## src/rtl/ixc_ev_pkg.sv

```systemverilog
`default_nettype none
// ============================================================================
// Module : ixc_ev_pkg
// Brief  : Shared types and constants for the central event scheduler.
// Rev    : 1.0  initial release
// ============================================================================
package ixc_ev_pkg;

   // Scheduler sequencing states.
   typedef enum logic [1:0] {
      IDLE   = 2'd0,
      EVAL   = 2'd1,
      SETTLE = 2'd2,
      BWAIT  = 2'd3
   } ev_state_t;

   // Status vectors are zero-extended to this width before reduction,
   // so a scheduler may have at most this many reporting generators.
   localparam int c_SRC_W_MAX = 32;
   localparam logic [c_SRC_W_MAX-1:0] c_SRC_NONE = '0;

   // Default timing for a scheduler instance.
   localparam int c_DEF_SETTLE_CYC = 2;
   localparam int c_DEF_MAX_WAIT   = 255;

   // True when any generator reports the flag in question.
   function automatic logic anySet(input logic [c_SRC_W_MAX-1:0] v);
      return (v != c_SRC_NONE);
   endfunction

endpackage
`default_nettype wire

```

## src/rtl/ixc_ev_wdog.sv

```systemverilog
`default_nettype none
// ============================================================================
// Module : ixc_ev_wdog
// Brief  : Loadable up-counter with terminal flag, used as a phase watchdog.
//          o_term is high while the count sits on its LIMIT-th cycle
//          (count == LIMIT-1), so a phase that started at 0 times out after
//          exactly LIMIT counted cycles.
// Rev    : 1.0  initial release
// ============================================================================
module ixc_ev_wdog #(
   parameter int WIDTH = 8,
   parameter int LIMIT = 255
) (
   input  logic             clk,
   input  logic             rst,
   input  logic             i_load,
   input  logic [WIDTH-1:0] i_loadVal,
   input  logic             i_en,
   output logic             o_term
);

   logic [WIDTH-1:0] r_count;

   // Load has priority over counting so a phase restart is always clean.
   always_ff @(posedge clk or posedge rst) begin
      if (rst) begin
         r_count <= '0;
      end else if (i_load) begin
         r_count <= i_loadVal;
      end else if (i_en) begin
         r_count <= r_count + WIDTH'(1);
      end
   end

   assign o_term = (r_count == WIDTH'(LIMIT - 1));

endmodule
`default_nettype wire

```

## src/rtl/ixc_ev_sched.sv

```systemverilog
`default_nettype none
// ============================================================================
// Module : ixc_ev_sched
// Brief  : Central event scheduler. Opens the global event window, waits for
//          all clock generators to settle, holds clocks during bus waits and
//          sequences a host-requested burst of evaluation steps.
// Rev    : 1.0  initial release
// ============================================================================
module ixc_ev_sched
   import ixc_ev_pkg::*;
#(
   parameter int N_SRC      = 4,
   parameter int STEP_W     = 8,
   parameter int CNT_W      = 16,
   parameter int SETTLE_CYC = c_DEF_SETTLE_CYC,
   parameter int MAX_WAIT   = c_DEF_MAX_WAIT
) (
   input  logic              xclk,
   input  logic              rst,
   input  logic              step_req,
   input  logic [STEP_W-1:0] step_num,
   input  logic              stop_req,
   input  logic              hold,
   input  logic              clr_err,
   input  logic [N_SRC-1:0]  src_active,
   input  logic [N_SRC-1:0]  src_busy,
   input  logic [N_SRC-1:0]  src_bwon,
   input  logic              bp_wait,
   output logic              event_on,
   output logic              b_clk_hold,
   output logic              running,
   output logic              done,
   output logic              err_timeout,
   output logic [CNT_W-1:0]  ev_count
);

   localparam int QW   = (SETTLE_CYC > 1) ? $clog2(SETTLE_CYC) : 1;
   localparam int WD_W = $clog2(MAX_WAIT + 1);

   ev_state_t         r_state;
   ev_state_t         w_nxtState;
   logic [QW-1:0]     r_quietCnt;
   logic [QW-1:0]     w_quietNxt;
   logic [STEP_W-1:0] r_stepLeft;
   logic [STEP_W-1:0] w_stepLoad;
   logic [CNT_W-1:0]  r_evCount;
   logic              r_eventOn;
   logic              r_bClkHold;
   logic              r_running;
   logic              r_done;
   logic              r_errTimeout;

   logic w_quiet;
   logic w_bw;
   logic w_stepStart;
   logic w_stepEnd;
   logic w_lastStep;
   logic w_timeout;
   logic w_done;
   logic w_wdLoad;
   logic w_wdEn;
   logic w_wdTerm;

   assign w_quiet     = ~anySet(c_SRC_W_MAX'(src_active)) & ~anySet(c_SRC_W_MAX'(src_busy));
   assign w_bw        = anySet(c_SRC_W_MAX'(src_bwon)) | bp_wait;
   assign w_stepLoad  = (step_num == '0) ? STEP_W'(1) : step_num;
   assign w_stepStart = (r_state == IDLE) & step_req & ~hold;
   assign w_lastStep  = (r_stepLeft == STEP_W'(1));

   // Watchdog spans SETTLE and BWAIT; it restarts only when an event opens.
   ixc_ev_wdog #(
      .WIDTH (WD_W),
      .LIMIT (MAX_WAIT)
   ) u_wdog (
      .clk       (xclk),
      .rst       (rst),
      .i_load    (w_wdLoad),
      .i_loadVal ('0),
      .i_en      (w_wdEn),
      .o_term    (w_wdTerm)
   );

   // Next-state logic; step completion outranks a coincident timeout.
   always_comb begin
      w_nxtState = r_state;
      w_quietNxt = r_quietCnt;
      w_stepEnd  = 1'b0;
      w_timeout  = 1'b0;
      w_wdLoad   = 1'b0;
      w_wdEn     = 1'b0;
      case (r_state)
         IDLE: begin
            if (w_stepStart) begin
               w_nxtState = EVAL;
            end
         end
         EVAL: begin
            w_nxtState = SETTLE;
            w_quietNxt = '0;
            w_wdLoad   = 1'b1;
         end
         SETTLE: begin
            w_wdEn     = 1'b1;
            w_quietNxt = w_quiet ? (r_quietCnt + QW'(1)) : '0;
            if (w_quiet && (r_quietCnt == QW'(SETTLE_CYC - 1))) begin
               if (w_bw) begin
                  w_nxtState = BWAIT;
               end else begin
                  w_stepEnd = 1'b1;
               end
            end else if (w_wdTerm) begin
               w_timeout = 1'b1;
            end
         end
         BWAIT: begin
            w_wdEn = 1'b1;
            if (!w_bw) begin
               w_stepEnd = 1'b1;
            end else if (w_wdTerm) begin
               w_timeout = 1'b1;
            end
         end
         default: w_nxtState = IDLE;
      endcase
      if (w_stepEnd) begin
         w_nxtState = (w_lastStep | stop_req) ? IDLE : EVAL;
      end
      if (w_timeout) begin
         w_nxtState = IDLE;
      end
   end

   assign w_done = (w_stepEnd & (w_lastStep | stop_req)) | w_timeout;

   // State, settle counter and remaining-step bookkeeping.
   always_ff @(posedge xclk or posedge rst) begin
      if (rst) begin
         r_state    <= IDLE;
         r_quietCnt <= '0;
         r_stepLeft <= '0;
      end else begin
         r_state    <= w_nxtState;
         r_quietCnt <= w_quietNxt;
         if (w_stepStart) begin
            r_stepLeft <= w_stepLoad;
         end else if (w_stepEnd) begin
            r_stepLeft <= r_stepLeft - STEP_W'(1);
         end
      end
   end

   // Registered outputs follow the next state so they align with it.
   always_ff @(posedge xclk or posedge rst) begin
      if (rst) begin
         r_eventOn    <= 1'b0;
         r_bClkHold   <= 1'b0;
         r_running    <= 1'b0;
         r_done       <= 1'b0;
         r_errTimeout <= 1'b0;
         r_evCount    <= '0;
      end else begin
         r_eventOn  <= (w_nxtState == EVAL);
         r_bClkHold <= (w_nxtState == BWAIT);
         r_running  <= (w_nxtState != IDLE);
         r_done     <= w_done;
         if (w_timeout) begin
            r_errTimeout <= 1'b1;
         end else if (clr_err) begin
            r_errTimeout <= 1'b0;
         end
         if (w_stepEnd) begin
            r_evCount <= r_evCount + CNT_W'(1);
         end
      end
   end

   assign event_on    = r_eventOn;
   assign b_clk_hold  = r_bClkHold;
   assign running     = r_running;
   assign done        = r_done;
   assign err_timeout = r_errTimeout;
   assign ev_count    = r_evCount;

endmodule
`default_nettype wire
```

## config.mk

```make
export PLATFORM = sky130hd
export DESIGN_NAME = ixc_ev_sched
export DESIGN_NICKNAME = d
export VERILOG_FILES = /design/src/rtl/ixc_ev_pkg.sv /design/src/rtl/ixc_ev_wdog.sv /design/src/rtl/ixc_ev_sched.sv
export SDC_FILE = /design/constraint.sdc
export NUM_CORES = 1
export LEC_CHECK = 0
export BUFFER_PORTS_ARGS = -buffer_cell sky130_fd_sc_hd__buf_2
export CORE_ASPECT_RATIO = 0.5
export CORE_UTILIZATION = 47
export CTS_CLUSTER_SIZE = 16
export DETAILED_ROUTE_END_ITERATION = 7
export HOLD_SLACK_MARGIN = 0.06
export PLACE_DENSITY = 0.73
export SKIP_LAST_GASP = 1
export SLEW_MARGIN = 20
export SYNTH_ARGS = -nofsm -noshare
export SYNTH_HDL_FRONTEND = slang
export SYNTH_HIERARCHICAL = 1
export SYNTH_SLANG_ARGS = --single-unit
```

## constraint.sdc

```tcl
create_clock -name xclk -period 1.8 [get_ports xclk]
set_input_delay 0.09 -clock xclk [delete_from_list [all_inputs] [get_ports xclk]]
set_output_delay 0.09 -clock xclk [all_outputs]
set_load 0.02 [all_outputs]
```

==> results.toml, run 1 <==
[outcome]
status = "completed"

[critical_path]
cp-start-kind = "register"
r2r-start = "r_state[0]$_DFF_PP0_"
r2r-end = "ev_count[10]$_DFFE_PP0P_"
crit_cells = 7
cp.required_ps = 1980
critPathMaxStageDelay_ps = 410
crit_chain = "inv_2, ha_4, nand4_4, a2111oi_4, buf_4, nand4_1, xnor2_1"
critPathSlowestCell = "dfrtp_1"
cp_num_buf_inv = 2
arrival_ps = 1900
cp-end-kind = "register"
cpLargestDelayFamily = "flip-flops"
path_class = "register to register"
ff2ff_path_depth = 7
cp_max_fo = 8
r2r_slack_ps = 80

[global_routing]
grt_overflow = 0
grt_pass1_vias = 1867
grt_max_degree = 33
antenna_found_initial = 0
grt_pass1_wl_microns = 8420
grt_use_total = 0.220

[logic_synthesis]
syn_area_sq_um = 2230
synth_top_area_frac = 0.449
yosysWarningCount = 6
syn_inst = 224
async_reset_ff_frac = 1.00
ys_seq_elements = 40
synth_area_leader_cell = "dfrtp_1"
synth_ff_type = "dfrtp_1"
ys_seq_area_frac = 0.449
synth-edff-count = 0
yosys-top-cells-area = "dfrtp_1, xnor2_1, ha_1"
avgSynthCellArea_sq_um = 9.95
yosysUniqueCellTypes = 43

[final_layout]
n_fill_cell = 363
stdcell_count = 362
antenna_cells = 0
syn_to_final_growth_pct = 29.3
drive_above_1_share = 0.302
final_nets = 341
final_area_sq_um = 2880

[power_and_ir_drop]
power_density_nw_per_um2 = 1010
switching_share = 0.338
p_int_mw = 1.92
clkPwrFrac = 0.256
max-vdd-ir-drop_mv = 0.429
sequentialPowerShare = 0.445
p_switching_mw = 0.982
p_leak_nw = 1.36
p_comb_frac = 0.299
finalPower_mw = 2.90

[place]
port_buffers = 47
post_dp_cell_area_sq_um = 2660
place_hpwl_microns = 3620
dp.cells = 345
globalplace.congestion = 0.908

[hold_path]
min_from = "step_num[2]"
hold_end = "r_stepLeft[2]$_DFFE_PP0P_"
hp-class = "primary input to register"
hold_depth = 3

[sta]
max_freq_ghz = 0.582
hold_viol = 0
slew_violations = 0
fin_crit_ps = 1720
setup_viol = 0
finalClockSkew_ps = 5.27
setup_tns_ps = 0
holdWs_ps = 73.2
period_share = 0.955

[route]
drc = 0
num_vias = 1917
firstDrtPassIters = 5
wl_per_cell_microns = 13.9
wirelength_microns = 5020
drt-initial-drc-count = 60
antenna_left = 0
routed_via_density = 5.30

[die]
coreArea_sq_um = 4470
die_h_microns = 50.7
fp.dieW_microns = 99.4
ios = 48
die-area_sq_um = 5040
placementRows = 17
start_util = 0.499

[clocking]
clockBufferDepth = 2
numCtsBuffers = 5
htreeDepth = 2
clkTransAtPathRegs_ps = 80
cts_tree = "yes"
cts_sinks = 40
cts_root_buf = "clkbuf_8"
insertion_delay_ps = 300

[run]
cap_violations = 0
-- placed cells by master, fill, tap and decap left out, types with 3 or more instances in the layout --
cell / count
ha_1: 8
nand3_1: 15
o2111ai_1: 5
o21ai_0: 12
buf_4: 20
nand4_1: 7
nor2_1: 11
dlygate4sd3_1: 6
and3_1: 4
nand2_1: 20
clkbuf_8: 5
nor2b_1: 4
nor4_1: 3
a21oi_1: 8
dfrtp_1: 39
conb_1: 8
inv_1: 13
or4_1: 3
buf_2: 47
xor2_1: 7
xnor2_1: 19
a31oi_1: 3
-- power groups by stage --
| stage | logic [mW] | clock network [mW] | registers [mW] |
|---|---|---|---|
| 2_1_floorplan | 0.568 | 0 | 1.29 |
| 3_3_place_gp | 0.774 | 0 | 1.29 |
| 4_1_cts | 0.843 | 0.757 | 1.29 |
| 3_5_place_dp | 0.816 | 0 | 1.31 |
| 6_report | 0.868 | 0.742 | 1.29 |
| 5_1_grt | 0.988 | 0.809 | 1.33 |
-- registers in the layout (all words and copies together) (netlist names) --
signal / count
running: 1
err_timeout: 1
r_stepLeft: 8
r_quietCnt: 1
ev_count: 16
u_wdog/r_count: 8
b_clk_hold: 1
event_on: 1
r_state: 2
done: 1
-- cell families after synthesis --
family                   after synthesis  synth area share
AND/OR/NAND/NOR                       82             0.216
AO/OA/AOI/OAI                         40             0.124
flip-flops                            40             0.449
XOR/XNOR                              26             0.102
buffers and inverters                 23            0.0410
adder cells (fa/ha/maj)               10            0.0561
multiplexers                           2           0.00955
other                                  1           0.00168
-- per-layer routing --
| metal | part of all wire | GRT usage | vias up |
|---|---|---|---|
| li1 | - | - | 933 |
| met1 | 0.43 | 0.268 | 925 |
| met2 | 0.51 | 0.376 | 47 |
| met3 | 0.040 | 0.0543 | 12 |
| met4 | 0.021 | 0.0980 | 0 |
| met5 | 0 | 0 | - |
-- cells in the mapped netlist (2+ instances only) --
library cell	n
nor3_1	2
nand2_1	21
inv_1	15
and3_1	4
and2_1	2
a31oi_1	3
ha_1	10
xor2_1	7
o21ai_1	3
xnor2_1	19
nor2b_1	4
o2111ai_1	5
a21oi_1	8
nand3_1	15
o211ai_1	2
dfrtp_1	40
nor4_1	3
a21boi_0	2
nand4_1	7
or4_1	3
nor2_1	11
o21ai_0	12
nor4_4	2
clkbuf_1	5
-- metrics by stage --
| step | worst slack (ps) | utilization |
|---|---|---|
| final | 81.3 | 0.645 |
| after global routing | -7.12 | 0.645 |
| after CTS | 25.9 | 0.637 |
| after detailed placement | -63.6 | 0.596 |
| after global placement | 78.9 | 0.596 |
| after floorplan | 16.1 | - |
-- worst max path at each step --
| stage | startpoint | to | slack, ps |
|---|---|---|---|
| 6_report | r_state[0]$_DFF_PP0_ | ev_count[10]$_DFFE_PP0P_ | 80 |
| 5_1_grt | r_state[0]$_DFF_PP0_ | ev_count[10]$_DFFE_PP0P_ | -7 |
| 4_1_cts | r_state[0]$_DFF_PP0_ | ev_count[10]$_DFFE_PP0P_ | 30 |
| 3_5_place_dp | r_state[0]$_DFF_PP0_ | ev_count[10]$_DFFE_PP0P_ | -60 |
| 3_3_place_gp | r_state[0]$_DFF_PP0_ | ev_count[15]$_DFFE_PP0P_ | 80 |
| 2_1_floorplan | r_state[0]$_DFF_PP0_ | u_wdog/r_count[5]$_DFFE_PP0P_ | 20 |
-- timing repair --
item | 4_1_cts | 5_1_grt
buffers inserted | 0 | 3
hold buffers | 6 | 0
setup endpoints to repair | 8 | 14
hold endpoints to repair | 45 | 0
pin swaps | 0 | 2
resized for setup | 2 | 7
-- layout make-up --
class	count	area, sq um	share of cell area
timing repair buffer	74	457	0.158
tap	57	71.3	0.0248
clock inverter	3	42.5	0.0148
multi-input combinational	168	1180	0.411
inverter	15	56.3	0.0195
clock buffer	5	68.8	0.0239
sequential	40	1000	0.348
-- tightest hold or removal path, cell delays in order --
cell and delay (ps):
buf_2 90, nor2_1 40, a21oi_1 100
(Power assumes the default switching activity.)
==> inputs of run 2 (changes only) <==
--- a/config.mk
+++ b/config.mk
@@ -7,13 +7,13 @@
 export LEC_CHECK = 0
 export BUFFER_PORTS_ARGS = -buffer_cell sky130_fd_sc_hd__buf_2
 export CORE_ASPECT_RATIO = 0.5
-export CORE_UTILIZATION = 47
+export CORE_UTILIZATION = 49
 export CTS_CLUSTER_SIZE = 16
 export DETAILED_ROUTE_END_ITERATION = 7
 export HOLD_SLACK_MARGIN = 0.06
-export PLACE_DENSITY = 0.73
+export PLACE_DENSITY = 0.76
 export SKIP_LAST_GASP = 1
-export SLEW_MARGIN = 20
+export SLEW_MARGIN = 0
 export SYNTH_ARGS = -nofsm -noshare
 export SYNTH_HDL_FRONTEND = slang
 export SYNTH_HIERARCHICAL = 1
==> run 2 against run 1 <==
Net effect:
- via count down 0.37%
- core utilization up 4.3 points
- power down 1.1%
- sequential share of layout area up 0.54 points
- register-to-register slack better by 20 ps
- setup slack better by 21 ps
- largest power group unchanged
- highest routed layer unchanged
==> results.toml, run 2 (synthesis results as in run 1) <==
[critical_path]
r2r-end = "ev_count[10]$_DFFE_PP0P_"
cp_max_fo = 8
timing.critical_path.to = "ev_count[10]$_DFFE_PP0P_"
cp.required_ps = 1980
r2r_slack_ps = 100
cp-start-kind = "register"
path_class = "register to register"
ff2ff_path_depth = 6
r2r-start = "ev_count[3]$_DFFE_PP0P_"
critPathLaunch = "ev_count[3]$_DFFE_PP0P_"
cp-end-kind = "register"
arrival_ps = 1870

[route]
wl_per_cell_microns = 13.4
drc = 0
drt-initial-drc-count = 99
firstDrtPassIters = 6
wirelength_microns = 4770
routed_via_density = 5.37
antenna_left = 0
num_vias = 1910

[outcome]
status = "completed"

[global_routing]
grt_pass1_wl_microns = 8740
grt_use_total = 0.229
grt_pass1_vias = 1984
grt_overflow = 0
grt_max_degree = 33
antenna_found_initial = 0

[die]
die-area_sq_um = 4840
placementRows = 16
ios = 48
coreArea_sq_um = 4120
start_util = 0.540
die_h_microns = 49.7
fp.dieW_microns = 97.4

[clocking]
htreeDepth = 2
cts_root_buf = "clkbuf_8"
insertion_delay_ps = 290
numCtsBuffers = 5
cts_sinks = 40
cts_tree = "yes"
clkTransAtPathRegs_ps = 80
clockBufferDepth = 2

[final_layout]
final_common_cell = "buf_2"
final_area_sq_um = 2840
antenna_cells = 0
stdcell_count = 356
layout_common_cells = "buf_2, dfrtp_1, nand2_1"
final_util = 0.688
drive_above_1_share = 0.291
final_nets = 338
syn_to_final_growth_pct = 27.3
largest_reg_flops = 16

[place]
post_dp_cell_area_sq_um = 2670
globalplace.congestion = 0.944
port_buffers = 47
dp.cells = 343
place_hpwl_microns = 3650

[sta]
setup_viol = 0
rsz0062_at_grt = "true"
max_freq_ghz = 0.589
period_share = 0.943
setup_tns_ps = 0
fin_crit_ps = 1700
slew_violations = 0
finalClockSkew_ps = 9.41
hold_viol = 0

[power_and_ir_drop]
max-vdd-ir-drop_mv = 0.498
finalPower_mw = 2.87
power_density_nw_per_um2 = 1010
p_leak_nw = 1.35

[run]
cap_violations = 0

[hold_path]
hp-class = "primary input to register"
## run 2: how the worst min path moves through the flow
| stage | start | to | slack [ps] | depth (start not counted) |
|---|---|---|---|---|
| after CTS | step_num[5] | r_stepLeft[5]$_DFFE_PP0P_ | 70 | 3 |
| after detailed placement | rst | u_wdog/r_count[5]$_DFFE_PP0P_ | 70 | 2 |
| after global placement | rst | u_wdog/r_count[5]$_DFFE_PP0P_ | 60 | 2 |
| final | step_num[6] | r_stepLeft[6]$_DFFE_PP0P_ | 70 | 3 |
| after floorplan | rst | u_wdog/r_count[0]$_DFFE_PP0P_ | -90 | 1 |
| after global routing | step_num[6] | r_stepLeft[6]$_DFFE_PP0P_ | 80 | 3 |
## run 2: through the flow
step	setup WS, ps	hold slack (ps)
2_1_floorplan	16.1	-94.3
3_3_place_gp	62.5	64.9
3_5_place_dp	-27.9	74.6
4_1_cts	23.5	65.3
5_1_grt	-49.1	79.4
6_report	102	67.6
## run 2: worst max-delay path, cell delays in order, from the launching register on
cell and delay, ps:
dfrtp_1 430, and3_1 230, nand3_1 130, a2111oi_4 320, buf_4 200, nand4_1 120, xnor2_1 150
## run 2: cell type report
cell class	count	area, sq um
fill	340	1290
multi-input combinational	168	1180
sequential	40	1000
timing repair buffer	71	425
clock buffer	6	72.6
tap	54	67.6
inverter	15	56.3
clock inverter	2	35.0
## run 2: what timing repair did
action / in CTS / in global routing
pin swaps: 0 / 1
resized for setup: 1 / 8
hold buffers: 4 / 0
cloned: 0 / 0
setup endpoints to repair: 3 / 25
endpoints found under the hold margin: 43 / 0
buffers inserted: 0 / 1
## run 2: power by group
part / internal [mW] / switching, mW / leakage (nW) / total (mW)
logic: 0.406 / 0.457 / 0.784 / 0.863
registers: 1.10 / 0.194 / 0.511 / 1.29
clock network: 0.412 / 0.305 / 0.0552 / 0.717
## run 2: routing by layer
metal | vias to the layer above | part of all wire | track usage
li1 | 936 | - | -
met1 | 925 | 0.47 | 0.292
met2 | 40 | 0.47 | 0.396
met3 | 9 | 0.041 | 0.0468
met4 | 0 | 0.014 | 0.0711
met5 | - | 0 | 0
